File: config.mk
export PLATFORM = sky130hd
export DESIGN_NAME = vga_timing_gen
export DESIGN_NICKNAME = d
export VERILOG_FILES = /design/src/rtl/vga_timing_gen.sv
export SDC_FILE = /design/constraint.sdc
export NUM_CORES = 1
export LEC_CHECK = 0
export CORE_UTILIZATION = 45
export DETAILED_ROUTE_END_ITERATION = 16
export PLACE_DENSITY = 0.78
export SLEW_MARGIN = 20
export SYNTH_ARGS = -nofsm -noshare
export SYNTH_HDL_FRONTEND = slang
export SYNTH_SLANG_ARGS = --single-unit
File: constraint.sdc
create_clock -name clk -period 1.46 [get_ports clk]
set_input_delay 0.292 -clock clk [delete_from_list [all_inputs] [get_ports clk]]
set_output_delay 0.292 -clock clk [all_outputs]
set_load 0.02 [all_outputs]
File: src/rtl/vga_timing_gen.sv
// VGA raster timing: pixel-rate divider, free-running h/v counters, and sync/blank
// terms delayed to line up with the character painter's registered output.
module vga_timing_gen #(
    parameter int CLK_DIV    = 2,
    parameter int H_ACTIVE   = 640,
    parameter int H_FP       = 16,
    parameter int H_SYNC     = 96,
    parameter int H_BP       = 48,
    parameter int V_ACTIVE   = 480,
    parameter int V_FP       = 10,
    parameter int V_SYNC     = 2,
    parameter int V_BP       = 33,
    parameter int PIPE_DELAY = 3
) (
    input  logic       clk,
    input  logic       rst_n,
    output logic       pix_en,
    output logic [9:0] horzCoord,
    output logic [9:0] vertCoord,
    output logic       hsync_n,
    output logic       vsync_n,
    output logic       video_on,
    output logic       frame_start
);

    localparam int H_TOTAL = H_ACTIVE + H_FP + H_SYNC + H_BP;
    localparam int V_TOTAL = V_ACTIVE + V_FP + V_SYNC + V_BP;

    // 11-bit constants so that a 1024-wide total cannot silently truncate
    localparam logic [10:0] H_ACT_C  = 11'(H_ACTIVE);
    localparam logic [10:0] H_SS_C   = 11'(H_ACTIVE + H_FP);
    localparam logic [10:0] H_SE_C   = 11'(H_ACTIVE + H_FP + H_SYNC);
    localparam logic [10:0] H_LAST_C = 11'(H_TOTAL - 1);
    localparam logic [10:0] V_ACT_C  = 11'(V_ACTIVE);
    localparam logic [10:0] V_SS_C   = 11'(V_ACTIVE + V_FP);
    localparam logic [10:0] V_SE_C   = 11'(V_ACTIVE + V_FP + V_SYNC);
    localparam logic [10:0] V_LAST_C = 11'(V_TOTAL - 1);

    localparam int DIV_W = (CLK_DIV > 1) ? $clog2(CLK_DIV) : 1;
    localparam logic [DIV_W-1:0] DIV_LAST = DIV_W'(CLK_DIV - 1);
    // PIPE_DELAY = 0 still keeps one register so the outputs are glitch-free
    localparam int STAGES = (PIPE_DELAY == 0) ? 1 : PIPE_DELAY;

    logic [DIV_W-1:0] div;
    logic [10:0]      h_ext;
    logic [10:0]      v_ext;
    logic             h_last;
    logic             v_last;
    logic             hs_raw;
    logic             vs_raw;
    logic             vid_raw;
    logic [2:0]       dly [STAGES];

    assign h_ext  = {1'b0, horzCoord};
    assign v_ext  = {1'b0, vertCoord};
    assign h_last = (h_ext == H_LAST_C);
    assign v_last = (v_ext == V_LAST_C);

    always_ff @(posedge clk or negedge rst_n) begin
        if (!rst_n) begin
            div    <= '0;
            pix_en <= 1'b0;
        end else begin
            pix_en <= (div == DIV_LAST);
            div    <= (div == DIV_LAST) ? '0 : div + DIV_W'(1);
        end
    end

    always_ff @(posedge clk or negedge rst_n) begin
        if (!rst_n) begin
            horzCoord   <= '0;
            vertCoord   <= '0;
            frame_start <= 1'b0;
        end else begin
            frame_start <= 1'b0;
            if (pix_en) begin
                if (h_last) begin
                    horzCoord <= '0;
                    if (v_last) begin
                        vertCoord   <= '0;
                        frame_start <= 1'b1;
                    end else begin
                        vertCoord <= vertCoord + 10'd1;
                    end
                end else begin
                    horzCoord <= horzCoord + 10'd1;
                end
            end
        end
    end

    assign hs_raw  = !((h_ext >= H_SS_C) && (h_ext < H_SE_C));
    assign vs_raw  = !((v_ext >= V_SS_C) && (v_ext < V_SE_C));
    assign vid_raw = (h_ext < H_ACT_C) && (v_ext < V_ACT_C);

    // Runs every clk, not per pixel: the painter's pipeline latency is in clk cycles
    always_ff @(posedge clk or negedge rst_n) begin
        if (!rst_n) begin
            for (int i = 0; i < STAGES; i++) dly[i] <= 3'b110;
        end else begin
            dly[0] <= {hs_raw, vs_raw, vid_raw};
            for (int i = 1; i < STAGES; i++) dly[i] <= dly[i-1];
        end
    end

    assign {hsync_n, vsync_n, video_on} = dly[STAGES-1];

endmodule

==> metrics.txt, run 1 <==
Final ANT Viol Nets=0; H-tree levels=2; leakage power=0.9483 nW; Sink Count=32; count leader, synth=dfrtp_1; clock network latency to the later pin of the worst-skew pair=0.35 ns; Main synth FF type=dfrtp_1; status=finished with violations; synth warn=0; Via-to-Cell Ratio=5.084; area share of and/or/nand/nor cells after synthesis=23.53%; worst path cell trace=inv_2, ha_4, nor4bb_4, nand4_1, buf_4, buf_6, nor2_2; fin crit share=102.1%; # Max-Cap Violations=0; fmax=670.7 MHz; gr ovfl total=0; count of cell types in the netlist=34; setup_tns=-0.08729 ns; Yosys reg bits=32; Longest Clk Path Bufs=2; antenna violations before repair=0; CTS Buf Count=5; drt first pass iters=4; WL met1=1370 um; largest net degree at the start of global routing=18; Power Dens Cells=797.5 nW/um^2; critical setup path kind=register to register; cell count of the worst reg-to-reg path=7; adder-cell share of the synthesized area=4.263%; mux contribution to synthesized area=2.046%; Die Ht=59.11 um; XOR/XNOR Fraction of Synth Area=6.564%; Required @ worst endpoint=1.75 ns; Pins Over Slew Limit=0; CORE AREA=3078 um^2; Clk pin slew, worst setup/hold paths=0.11 ns; Synth area leaders=dfrtp_1, dfstp_2, ha_1; Crit-path slowest cell=dfrtp_2; post-synthesis sequential area ratio=55.07%; row count=20; DR WL met2=1643 um; Rel. slew slack=83.46%; critical path arrival=1.78 ns; Async S/R FF share, synth=100.0%; initial DRC count=45; CTS tree=built; vias in the first global route=1172; layout cells sized above 1=38.46%; endpoints failing setup=4; dominant cell type by area after synthesis=dfrtp_1; final net count=188; worst r2r dst=frame_start; gpl congestion=0.8603; VDD IR max=0.6419 mV; Die Area=3494 um^2; Synth top area share=44.33%; Met3 Wirelength=180 um; CTS Hold Bufs=0; post-synth net total=136; WL per Instance=14.42 um; highest metal used=met4; vias after detailed routing=1149; unrepaired setup endpoints after global routing=yes; startpoint types=register; reg2reg setup slack=-0.03 ns; Final WS setup=-0.03107 ns; origin of the critical flop-to-flop path=vertCoord[1]; n_diodes=0; Mapped Cells=129; final hold violations=0; # fillers=244; Post-synth top cells=dfrtp_1, nand2_1, nor2_1; Residual DRC=0; Worst-Margin Slew=0.2448 ns; post-synthesis cell area=1468 um^2; global-route wire length before repair=5492 um; hold_ws=0.2684 ns; mean post-synth cell area=11.38 um^2; number of port buffers=26; Die W=59.11 um; post-DP HPWL=2171 um; post-synthesis compound-gate area fraction=4.859%; Setup crit end kind=register; final worst path period need=1.491 ns; Clock Skew=0.01198 ns; Final Routed Wirelength=3259 um; Post-synth EDFFs=0; Initial Util=47.68%; # IOs=27; Hold Crit Class=input pin to asynchronous set/reset pin; failing checks=setup timing; P&R area growth vs syn=36.57%; clock root cell=clkbuf_4; Max FO, Critical Path=5; crit-path max cell delay=0.43 ns; largest family of logic cells by synthesized area=simple AND/OR/NAND/NOR gates; Total GRT Usage=21.96%
==> worst max-delay path by stage <==
stage	from	endpoint	depth (start not counted)
4_1_cts	vertCoord[1]	vertCoord[9]	6
2_1_floorplan	vertCoord[0]	vertCoord[3]	6
3_3_place_gp	vertCoord[1]	vertCoord[3]	6
5_1_grt	vertCoord[1]	frame_start	7
3_5_place_dp	vertCoord[1]	vertCoord[3]	6
6_report	vertCoord[1]	frame_start	7
==> stage by stage <==
| step | setup slack (ns) | instance area, um^2 | power [mW] | instances | utilization, % |
|---|---|---|---|---|---|
| 2_1_floorplan | -0.02090 | 1490 | 0.9034 | 129 | - |
| 3_3_place_gp | 0.03360 | 1883 | 0.9270 | 210 | 61.18 |
| 3_5_place_dp | -0.03560 | 1883 | 0.9273 | 210 | 61.18 |
| 4_1_cts | -0.04139 | 2003 | 1.614 | 222 | 65.08 |
| 5_1_grt | -0.1052 | 2004 | 1.654 | 226 | 65.12 |
| 6_report | -0.03107 | 2004 | 1.599 | 226 | 65.12 |
==> cells by family (layout without fill, tap and decap cells) <==
| kind of cell | after synthesis | in the layout |
|---|---|---|
| buffers and inverters | 10 | 63 |
| AOI/OAI and AO/OA | 12 | 12 |
| muxes | 3 | 3 |
| DFF | 32 | 32 |
| and+or+nand+nor | 56 | 56 |
| xor gates and xnor gates | 11 | 11 |
| adders and majority gates | 5 | 5 |
==> cell type report <==
cell class	count	area, um^2	area share [%]
flip-flops and latches	32	822.0	41.01
multi-input cells	87	648.1	32.33
repair buffers	48	372.9	18.60
well taps	44	55.05	2.747
clock inverters	3	42.54	2.122
clock buffers	5	37.54	1.873
inverters	7	26.28	1.311
==> state kept, by name, indices dropped and copies added, names as in the netlist <==
name and flops:
div 1, dly 6, frame_start 1, horzCoord 10, hsync_n 1, pix_en 1, vertCoord 10, video_on 1
vsync_n 1
==> layout by cell type (no fill, tap or decap), types with 4 or more instances in the layout <==
cell             instances
buf_4                   21
dfrtp_1                 15
nand2_1                 11
dfrtp_2                 11
dlygate4sd2_1           10
nor2_1                   8
nand3_1                  6
nand4_1                  6
xor2_1                   6
dfstp_2                  6
inv_1                    5
xnor2_1                  5
clkbuf_4                 5
clkbuf_2                 5
clkdlybuf4s15_1          5
buf_2                    4
==> per-layer routing <==
layer	up-vias	GRT usage [%]
met5	-	0
met4	0	14.29
met3	7	4.367
met2	33	35.06
met1	555	27.14
li1	554	-
==> power breakdown <==
group          internal (mW)  switching (mW)
logic                0.00593          0.0166
clock network          0.357           0.333
registers              0.887               0
total                   1.25           0.349
==> critical path: cells and delay by family, from the launching register on <==
kind	cells	cell delay, ns
fa+ha+maj	1	0.13
simple gates	3	0.48
buf+inv	3	0.40
flops	1	0.43
==> repair_timing <==
| item | CTS | global route |
|---|---|---|
| setup buffers | 4 | 4 |
| setup endpoints to repair | 29 | 22 |
| pin swaps | 4 | 4 |
| resized for setup | 46 | 18 |
Note: power is estimated with default switching activity, not from simulation.
==> inputs of run 2 (changes only) <==
Settings changed: CORE_ASPECT_RATIO set to 1.2.
==> run 2 against run 1 <==
- the run still ends with setup timing left
- largest cell class unchanged
- cell count down 3.5%
- total power shrank 0.72%
- critical endpoint is now vertCoord[9]
- critical path depth down 1
- fmax shrank 3.5%
- core utilization up 1.2 points
- clock power down 2%
- critical path type unchanged
==> metrics.txt, run 2 (synthesis results as in run 1) <==
row count=22; endpoints failing setup=6; cell family with the largest share of critical-path delay=simple AND/OR/NAND/NOR gates; Residual DRC=0; Rel. slew slack=83.20%; reg2reg setup slack=-0.08 ns; worst r2r dst=vertCoord[9]; Die Area=3495 um^2; failing checks=setup timing; Power Dens Cells=775.8 nW/um^2; vias in the first global route=1150; # IOs=27; H-tree levels=2; final worst path period need=1.544 ns; Levels on crit path=6; layout cells sized above 1=39.56%; global-route wire length before repair=5361 um; setup_tns=-0.3627 ns; clock network latency to the later pin of the worst-skew pair=0.35 ns; Worst-Margin Slew=0.2485 ns; crit-path max cell delay=0.42 ns; Clock Skew=0.01382 ns; largest net degree at the start of global routing=33; Final Routed Wirelength=3489 um; gr ovfl total=0; Critical path origin=vertCoord[0]; final hold violations=0; gpl congestion=0.8877; clock root cell=clkbuf_4; leakage power=0.9477 nW; # Max-Cap Violations=0; total power=1.587 mW; number of port buffers=26; Required @ worst endpoint=1.70 ns; n_diodes=0; vias after detailed routing=1205; Via-to-Cell Ratio=5.528; unrepaired setup endpoints after global routing=yes; CTS tree=built; critical path arrival=1.78 ns; antenna violations before repair=0; fmax=647.5 MHz; CTS Buf Count=5; commonest non-fill, non-tap cells in the layout=buf_4, dfrtp_1, dfrtp_2; Crit-path slowest cell=dfrtp_2; Final WS setup=-0.08442 ns; Pins Over Slew Limit=0; cell count of the worst reg-to-reg path=6; WL per Instance=16.00 um; Die W=54.14 um; VDD IR max=0.8054 mV; most common cell after layout, fill and taps aside=buf_4; critical setup path kind=register to register; Die Ht=64.56 um; Clk pin slew, worst setup/hold paths=0.11 ns; final net count=188; biggest regs=horzCoord x10, vertCoord x10, dly x6; Longest Clk Path Bufs=2; worst setup path end=vertCoord[9]; Sink Count=32; origin of the critical flop-to-flop path=vertCoord[0]; worst path cell trace=inv_2, ha_4, nor4bb_4, nand4_1, a21oi_2, o22ai_1; startpoint types=register; Total GRT Usage=21.95%; P&R area growth vs syn=39.39%; fin crit share=105.8%; Crit path buffers/inverters=1; status=finished with violations; CORE AREA=3083 um^2; drt first pass iters=5; initial DRC count=31; Hold Crit Class=input pin to asynchronous set/reset pin; Setup crit end kind=register; Final ANT Viol Nets=0; post-DP HPWL=2108 um; Initial Util=47.61%; Max FO, Critical Path=5
## run 2: cell types whose count changed in the layout (fill, tap and decap cells not counted), moves of 2 or more
cell,change
nand2_2,+2
clkdlybuf4s15_1,+4
nand2_1,-2
buf_2,-2
nor3_1,-2
nand3_1,-2
nand3_2,+2
nor3_2,+2
## run 2: report_power, final
group,switching (mW),internal [mW]
Sequential,0,0.886
Combinational,0.0173,0.00785
Clock,0.317,0.359
## run 2: how the worst min path moves through the flow
| stage | from | end | slack [ns] |
|---|---|---|---|
| 2_1_floorplan | rst_n | div | -0.004 |
| 3_3_place_gp | dly[6] | dly[3] | 0.34 |
| 3_5_place_dp | dly[3] | video_on | 0.34 |
| 4_1_cts | rst_n | horzCoord[8] | 0.30 |
| 5_1_grt | rst_n | horzCoord[5] | 0.30 |
| 6_report | rst_n | horzCoord[5] | 0.29 |
## run 2: metal layers
metal  share of wire (%)  GRT usage [%]  up-vias
li1                    -              -      552
met5                   0              0        -
met2                  49          31.40       37
met4                 4.0          11.86        0
met1                  42          27.70      602
met3                 4.4          8.685       14
## run 2: layout make-up
cell class              instances  area (um^2)
fillers                       241         1037
clock inverters                 2        35.03
multi-input cells              88        691.9
repair buffers                 47        384.1
clock buffers                   6        41.29
flip-flops and latches         32        822.0
inverters                       7        26.28
well taps                      36        45.04
## run 2: timing repair
action	4_1_cts	5_1_grt
endpoints found under the setup margin	34	28
pin swaps	9	8
gates cloned	1	0
setup buffers	7	5
hold buffers	0	0
resized for setup	37	32
hold endpoints to repair	0	0
## run 2: stage by stage
| step | setup WS (ns) | instances | hold slack [ns] | utilization [%] | cell area [um^2] |
|---|---|---|---|---|---|
| floorplan | -0.02090 | 129 | -0.003591 | - | 1490 |
| finish | -0.08442 | 218 | 0.2863 | 66.36 | 2046 |
| CTS | -0.05746 | 213 | 0.3049 | 63.96 | 1972 |
| global route | -0.1210 | 218 | 0.2972 | 66.36 | 2046 |
| global placement | 0.0007238 | 197 | 0.3368 | 59.94 | 1848 |
| detailed placement | -0.07130 | 197 | 0.3395 | 59.94 | 1848 |
